[src/rtl/alu_arb_pkg.sv]
// Shared types and constants for the two-requester ALU arbiter.
package alu_arb_pkg;

  localparam int unsigned DATA_W_DEF = 32;
  localparam int unsigned OP_W_DEF   = 4;

  typedef enum logic [1:0] {
    IDLE = 2'd0,
    EXEC = 2'd1,
    RESP = 2'd2
  } state_t;

  // ALU control codes; the arbiter forwards them untouched.
  localparam logic [3:0] OP_MOV0  = 4'h0;
  localparam logic [3:0] OP_MOV1  = 4'h1;
  localparam logic [3:0] OP_MOV2  = 4'h2;
  localparam logic [3:0] OP_MOV3  = 4'h3;
  localparam logic [3:0] OP_SLL   = 4'h4;
  localparam logic [3:0] OP_SRL   = 4'h5;
  localparam logic [3:0] OP_SRA   = 4'h6;
  localparam logic [3:0] OP_ROL   = 4'h7;
  localparam logic [3:0] OP_ROR   = 4'h8;
  localparam logic [3:0] OP_NOT   = 4'h9;
  localparam logic [3:0] OP_XOR   = 4'hA;
  localparam logic [3:0] OP_OR    = 4'hB;
  localparam logic [3:0] OP_AND   = 4'hC;
  localparam logic [3:0] OP_SUB   = 4'hD;
  localparam logic [3:0] OP_ADD   = 4'hE;
  localparam logic [3:0] OP_PASSB = 4'hF;

endpackage

[src/rtl/alu_arb_rr.sv]
// Two-way grant for alu_arb. Round-robin by default; ALU_ARB_FIXED_PRIO_EN
// selects fixed priority for requester 0 and drops the last-grant state.
module alu_arb_rr (
  input  logic clk,
  input  logic rst_n,
  input  logic req0,
  input  logic req1,
  input  logic hs,
  output logic gnt0_c,
  output logic gnt1_c
);

`ifdef ALU_ARB_FIXED_PRIO_EN
  logic unused_c;
  assign unused_c = ^{clk, rst_n, hs};

  assign gnt0_c = req0;
  assign gnt1_c = req1 & ~req0;
`else
  // 1 means requester 1 was granted last, so requester 0 wins after reset.
  logic last_q;

  always_ff @(posedge clk or negedge rst_n) begin
    if (!rst_n) begin
      last_q <= 1'b1;
    end else if (hs) begin
      last_q <= gnt1_c;
    end
  end

  always_comb begin
    gnt0_c = 1'b0;
    gnt1_c = 1'b0;
    if (req0 && req1) begin
      gnt0_c = last_q;
      gnt1_c = ~last_q;
    end else begin
      gnt0_c = req0;
      gnt1_c = req1;
    end
  end
`endif

endmodule

[src/rtl/alu_arb.sv]
// Shares one combinational ALU between two requesters, one op in flight.
// Build option: ALU_ARB_FIXED_PRIO_EN (fixed priority instead of round-robin).
module alu_arb
  import alu_arb_pkg::*;
#(
  parameter int unsigned DATA_W = DATA_W_DEF,
  parameter int unsigned OP_W   = OP_W_DEF
) (
  input  logic              clk,
  input  logic              rst_n,
  input  logic              req0_valid,
  input  logic              req1_valid,
  output logic              req0_ready,
  output logic              req1_ready,
  input  logic [DATA_W-1:0] req0_a,
  input  logic [DATA_W-1:0] req0_b,
  input  logic [DATA_W-1:0] req1_a,
  input  logic [DATA_W-1:0] req1_b,
  input  logic [OP_W-1:0]   req0_op,
  input  logic [OP_W-1:0]   req1_op,
  output logic [DATA_W-1:0] alu_a,
  output logic [DATA_W-1:0] alu_b,
  output logic [OP_W-1:0]   alu_ctrl,
  input  logic [DATA_W-1:0] alu_out,
  output logic              rsp_valid,
  input  logic              rsp_ready,
  output logic [DATA_W-1:0] rsp_data,
  output logic              rsp_id
);

  state_t            state;
  logic [DATA_W-1:0] a_q;
  logic [DATA_W-1:0] b_q;
  logic [DATA_W-1:0] res_q;
  logic [OP_W-1:0]   op_q;
  logic              id_q;
  logic              rsp_id_q;
  logic              rsp_valid_q;
  logic              idle_c;
  logic              gnt0_c;
  logic              gnt1_c;
  logic              hs_c;

  // Grants only exist in IDLE and out of reset.
  assign idle_c = (state == IDLE) && rst_n;

  alu_arb_rr u_rr (
    .clk    (clk),
    .rst_n  (rst_n),
    .req0   (req0_valid & idle_c),
    .req1   (req1_valid & idle_c),
    .hs     (hs_c),
    .gnt0_c (gnt0_c),
    .gnt1_c (gnt1_c)
  );

  assign req0_ready = gnt0_c;
  assign req1_ready = gnt1_c;
  assign hs_c       = gnt0_c | gnt1_c;

  assign alu_a     = a_q;
  assign alu_b     = b_q;
  assign alu_ctrl  = op_q;
  assign rsp_valid = rsp_valid_q;
  assign rsp_data  = res_q;
  assign rsp_id    = rsp_id_q;

  // rsp_id has its own register so it keeps the last result's id after a new accept.
  always_ff @(posedge clk or negedge rst_n) begin
    if (!rst_n) begin
      state       <= IDLE;
      a_q         <= '0;
      b_q         <= '0;
      op_q        <= '0;
      id_q        <= 1'b0;
      res_q       <= '0;
      rsp_id_q    <= 1'b0;
      rsp_valid_q <= 1'b0;
    end else begin
      case (state)
        IDLE: begin
          if (hs_c) begin
            a_q   <= gnt1_c ? req1_a : req0_a;
            b_q   <= gnt1_c ? req1_b : req0_b;
            op_q  <= gnt1_c ? req1_op : req0_op;
            id_q  <= gnt1_c;
            state <= EXEC;
          end
        end
        EXEC: begin
          res_q       <= alu_out;
          rsp_id_q    <= id_q;
          rsp_valid_q <= 1'b1;
          state       <= RESP;
        end
        RESP: begin
          if (rsp_ready) begin
            rsp_valid_q <= 1'b0;
            state       <= IDLE;
          end
        end
        default: begin
          rsp_valid_q <= 1'b0;
          state       <= IDLE;
        end
      endcase
    end
  end

endmodule

[config.mk]
export PLATFORM = sky130hd
export DESIGN_NAME = alu_arb
export DESIGN_NICKNAME = d
export VERILOG_FILES = /design/src/rtl/alu_arb_pkg.sv /design/src/rtl/alu_arb_rr.sv /design/src/rtl/alu_arb.sv
export SDC_FILE = /design/constraint.sdc
export NUM_CORES = 1
export LEC_CHECK = 0
export CELL_PAD_IN_SITES_DETAIL_PLACEMENT = 1
export CELL_PAD_IN_SITES_GLOBAL_PLACEMENT = 1
export CORE_ASPECT_RATIO = 0.7
export CORE_MARGIN = 4
export CORE_UTILIZATION = 30
export DETAILED_ROUTE_END_ITERATION = 10
export HOLD_SLACK_MARGIN = 0.02
export PLACE_DENSITY = 0.95
export SETUP_SLACK_MARGIN = 0.02
export SLEW_MARGIN = 5
export SYNTH_ARGS = -nofsm -noshare
export SYNTH_HDL_FRONTEND = slang
export SYNTH_SLANG_ARGS = --single-unit
export TNS_END_PERCENT = 50
[constraint.sdc]
create_clock -name clk -period 4.7 [get_ports clk]
set_clock_uncertainty 0.2 [all_clocks]
set_input_delay 1.41 -clock clk [delete_from_list [all_inputs] [get_ports clk]]
set_output_delay 1.41 -clock clk [all_outputs]
set_load 0.03 [all_outputs]
## Word level (Yosys, flattened, before mapping)

Cells that the tools add are included.
W data, S select, Z words.

- Bits of input ports: 173
- Word-level logic and storage cells: 34
- Output and inout port bits: 104
- Bits in registers: 106

- Eq/ne operators: 4
- Bitwise logic cells: 5
- Muxes and demuxes: 10
- Reductions and logical operators: 6

Operators with widths:

| cell | count |
|---|---|
| $mux W32 | 2 |
| $pmux W2 S3 | 1 |
| $reduce_and A2 Y1 | 3 |
| $mux W2 | 2 |
| $mux W4 | 1 |
| $ne A2 B2 Y1 const B | 2 |
| $mux W1 | 3 |
| $pmux W1 S3 | 1 |
| $and A1 B1 Y1 | 2 |
| $eq A2 B1 Y1 const B | 1 |
| $eq A2 B2 Y1 const B | 1 |
| $logic_and A1 B1 Y1 | 2 |
| $logic_not A2 Y1 | 1 |
| $not A1 Y1 | 2 |
| $or A1 B1 Y1 | 1 |

## Logic depth before layout (Yosys ltp)

Gate-level depths: netlist (run 1).

- Depth after elaboration: 8
- Mapped depth: 7
- Mapped depth without buffers: 4

## Modules after synthesis

From an unflattened synthesis (run 1), not the netlist that was laid out.

- Cell total of the unflattened synthesis: 394
- Area, all modules: 4697.0 um2

By module, submodules not included:

| module | area an instance (um2) | cells each | seq. area each (um2) | instances |
|---|---|---|---|---|
| alu_arb | 4633.2 | 389 | 2627.5 | 1 |
| alu_arb_rr | 63.8 | 5 | 26.3 | 1 |

## Worst setup path after synthesis (run 1)

No wires, ideal clock.

- Kind: input -> output
- From: in rst_n
- To: out req0_ready
- Slack: 0.631 ns
- Path buffers: 2
- Arrival: 2.459 ns
- Stages: 4
- Required time: 3.090 ns
- Path through: or3b_1 > buf_4 > buf_6 > nor2_1

- Word-level cells in the longest chain between the ends: 4
- Elaborated cells between the ends (all ways): 5
- Those cells by class: 1 x mux; 2 x bitwise; 2 x reduce/logical

RTL lines:

| element | line | text |
|---|---|---|
| from (decl) | alu_arb.sv:10 | `input logic rst_n,` |
| $logic_and A1 B1 Y1 * | alu_arb.sv:45 | `assign idle_c = (state == IDLE) && rst_n;` |
| $and A1 B1 Y1 (on tied branches) | alu_arb.sv:50, alu_arb.sv:51 |  |
| $logic_and A1 B1 Y1 | alu_arb_rr.sv:34 | `if (req0 && req1) begin` |
| $mux W1 * | alu_arb_rr.sv:34 |  |
| to (decl) | alu_arb.sv:13 | `output logic req0_ready,` |

Mark *: on every way between the ends. The rest lies on a longest branch, timed or not.

## Worst setup path in the final report (run 1)

- From: in req1_valid
- To: out req1_ready

- Word-level cells in the longest chain between the ends: 3

RTL lines:

| element | line | text |
|---|---|---|
| from (decl) | alu_arb.sv:12 | `input logic req1_valid,` |
| $and A1 B1 Y1 * | alu_arb.sv:51 | `.req1 (req1_valid & idle_c),` |
| $logic_and A1 B1 Y1 | alu_arb_rr.sv:34 |  |
| $mux W1 * | alu_arb_rr.sv:34 |  |
| to (decl) | alu_arb.sv:14 | `output logic req1_ready,` |

Marks and branches as above.

==> results of run 1 <==
[layout make-up]
type | count | area, µm²
flip-flops and latches | 106 | 2650
inverters | 2 | 7.51
well taps | 225 | 282
fillers | 1823 | 8180
repair buffers | 288 | 2860
clock buffers | 10 | 239
multi-input cells | 321 | 1960
clock inverters | 6 | 72.6
[where the power goes]
group          internal [mW]  switching [mW]  total [mW]
Clock                  0.434           0.360       0.794
Combinational           1.12            1.55        2.67
Sequential              1.33           0.247        1.57
Total                   2.89            2.15        5.04
[worst max-delay path, stage by stage]
cell and delay, ns:
clkdlybuf4s50_1 0.52, a21bo_2 0.27, nor2_4 0.11, buf_4 0.17
[registers in the layout, summed over array words and instances (netlist names)]
name         count
state            2
alu_b           32
alu_ctrl         4
rsp_data        32
rsp_id           1
alu_a           32
u_rr.last_q      1
id_q             1
rsp_valid        1
[cells in the mapped netlist]
cell type | number | share of area, %
a21bo_2 | 1 | 0.20
a21boi_2 | 1 | 0.23
a21o_1 | 3 | 0.45
a21oi_1 | 68 | 6.9
a31oi_1 | 68 | 8.6
buf_1 | 5 | 0.38
buf_2 | 18 | 1.8
buf_4 | 7 | 1.1
buf_6 | 14 | 3.2
clkbuf_1 | 12 | 0.91
dfrtp_1 | 105 | 53
dfstp_2 | 1 | 0.53
inv_1 | 1 | 0.076
inv_2 | 1 | 0.076
mux2_2 | 33 | 7.5
nand2_2 | 1 | 0.13
nand3_1 | 68 | 6.9
nor2_1 | 2 | 0.15
nor2_4 | 1 | 0.23
nor2b_1 | 1 | 0.13
nor3b_2 | 1 | 0.25
o21a_1 | 1 | 0.15
o21ai_0 | 2 | 0.20
o21ai_1 | 68 | 6.9
or2_1 | 1 | 0.13
or3b_1 | 1 | 0.18
[worst paths after layout]
path / from / endpoint / cells after the start / slack (ns)
worst max-delay path: req1_valid / req1_ready / 4 / 0.61
worst min-delay path: rsp_valid$_DFFE_PN0P_ / rsp_valid$_DFFE_PN0P_ / 1 / 0.31
worst max register to register: state[0]$_DFFE_PN0P_ / alu_b[16]$_DFFE_PN0P_ / 4 / 2.43
worst min register to register: rsp_valid$_DFFE_PN0P_ / rsp_valid$_DFFE_PN0P_ / 1 / 0.31
max in group asynchronous: rst_n / alu_b[1]$_DFFE_PN0P_ / 3 / 2.07
min in group asynchronous: rst_n / alu_b[22]$_DFFE_PN0P_ / 2 / 0.92
[per-layer routing]
metal  vias to the layer above  wire length [µm]  global-route usage, %  part of all wire (%)
li1                       2283                 -                      -                     -
met1                      2485              8100                   25.9                    42
met2                       193              9490                   34.7                    49
met3                        21              1560                   6.11                   8.0
met4                         0               314                   5.30                   1.6
met5                         -                 0                      0                     0
[stage by stage]
stage | hold slack, ns | worst slack (ns)
after floorplan | 0.244 | 0.631
after global placement | 0.271 | 0.651
after detailed placement | 0.296 | 0.599
after CTS | 0.313 | 0.597
after global routing | 0.320 | 0.554
final | 0.308 | 0.607
[logic make-up after synthesis]
kind of cell,share of synthesized area (%)
compound gates,23.5
buf+inv,7.49
flops,53.5
mux,7.49
simple gates,8.04
==> flow_summary.json, run 1 <==
{
  "cts_tree": "built",
  "ctsHoldBuffers": 0,
  "wl_um": 19500,
  "clock.fmax_ghz": 0.244,
  "design_area_um2": 8070,
  "row_count": 39,
  "syn_avg_cell_area_um2": 10.2,
  "gp_congestion": 0.828,
  "first_pass_iters": 4,
  "antenna_cells": 0,
  "overflow": 0,
  "cts_made_buffers": 9,
  "syn2layout_area_growth_pct": 62.6,
  "grt_pass1_vias": 5296,
  "insertion_delay_ns": 0.34,
  "die_w_um": 162,
  "setup.worst_path.class": "in2out",
  "antenna_found_initial": 0,
  "synth_cell_type_count": 26,
  "postSynthCellCount": 485,
  "wire_per_inst_um": 20.3,
  "fin_crit_ns": 4.09,
  "drt-initial-drc-count": 277,
  "tns_ns": 0,
  "worst_pin_slew_ns": 1.02,
  "total_power_mw": 5.04,
  "cts_sinks": 106,
  "cts_resized": 0,
  "p_leak_nw": 3.01,
  "postCtsSetupBuffers": 0,
  "dieArea_um2": 18700,
  "fin_crit_sh_pct": 87.1,
  "final-hold-violation-count": 0,
  "start_util_pct": 30.5,
  "drv_cap": 0,
  "holdCritPathClass": "reg2reg",
  "drc": 0,
  "powerDensity_nw_per_um2": 624,
  "cp_data_required_time_ns": 3.09,
  "fin_nets": 901,
  "synthesis.nets": 658,
  "ioPinCount": 277,
  "dp_hpwl_um": 13700,
  "rsz0062_at_grt": "no",
  "finalNonFillerCells": 958,
  "utilization_pct": 49.7,
  "cp-start-kind": "input port",
  "htreeDepth": 3,
  "vias": 4982,
  "cts_buffer_depth": 2,
  "cts_root_buf": "clkbuf_16",
  "die_y_um": 116,
  "layout-drive-gt1-share_pct": 10.1,
  "slew_headroom_pct": 31.9,
  "crit_path_end_kind": "output port",
  "ys_ff_latch": 106,
  "ys_warn_count": 0,
  "netlist_area_um2": 4960,
  "synth_seq_area_share_pct": 53.5,
  "grt_first_pass_wirelength_um": 30300,
  "vias_per_cell": 5.20,
  "io_buffers": 276,
  "grt_max_degree": 137,
  "dpl_cell_area_um2": 7760,
  "final_common_cell": "clkdlybuf4s50_1",
  "core_area_um2": 16200,
  "placedCellCount": 942,
  "setup_viol": 0,
  "path_max_fanout": 4,
  "crit_arrival_ns": 2.48,
  "ir_drop_uv": 257,
  "track_usage_pct": 20.5,
  "outcome": "finished, final reports clean",
  "ant_nets": 0,
  "final_cell_mix": "273 x clkdlybuf4s50_1, 105 x dfrtp_1",
  "path_clk_slew_ns": 0.07,
  "report.final.slew_viol_count": 0
}
Note: power is estimated with default switching activity, not from simulation.
==> run 2: changes to the inputs <==
--- a/config.mk
+++ b/config.mk
@@ -14,7 +14,6 @@
 export HOLD_SLACK_MARGIN = 0.02
 export PLACE_DENSITY = 0.95
 export SETUP_SLACK_MARGIN = 0.02
-export SLEW_MARGIN = 5
 export SYNTH_ARGS = -nofsm -noshare
 export SYNTH_HDL_FRONTEND = slang
 export SYNTH_SLANG_ARGS = --single-unit
==> results of run 2 <==
The final DEF is identical to that of run 1; final timing and power are the same.
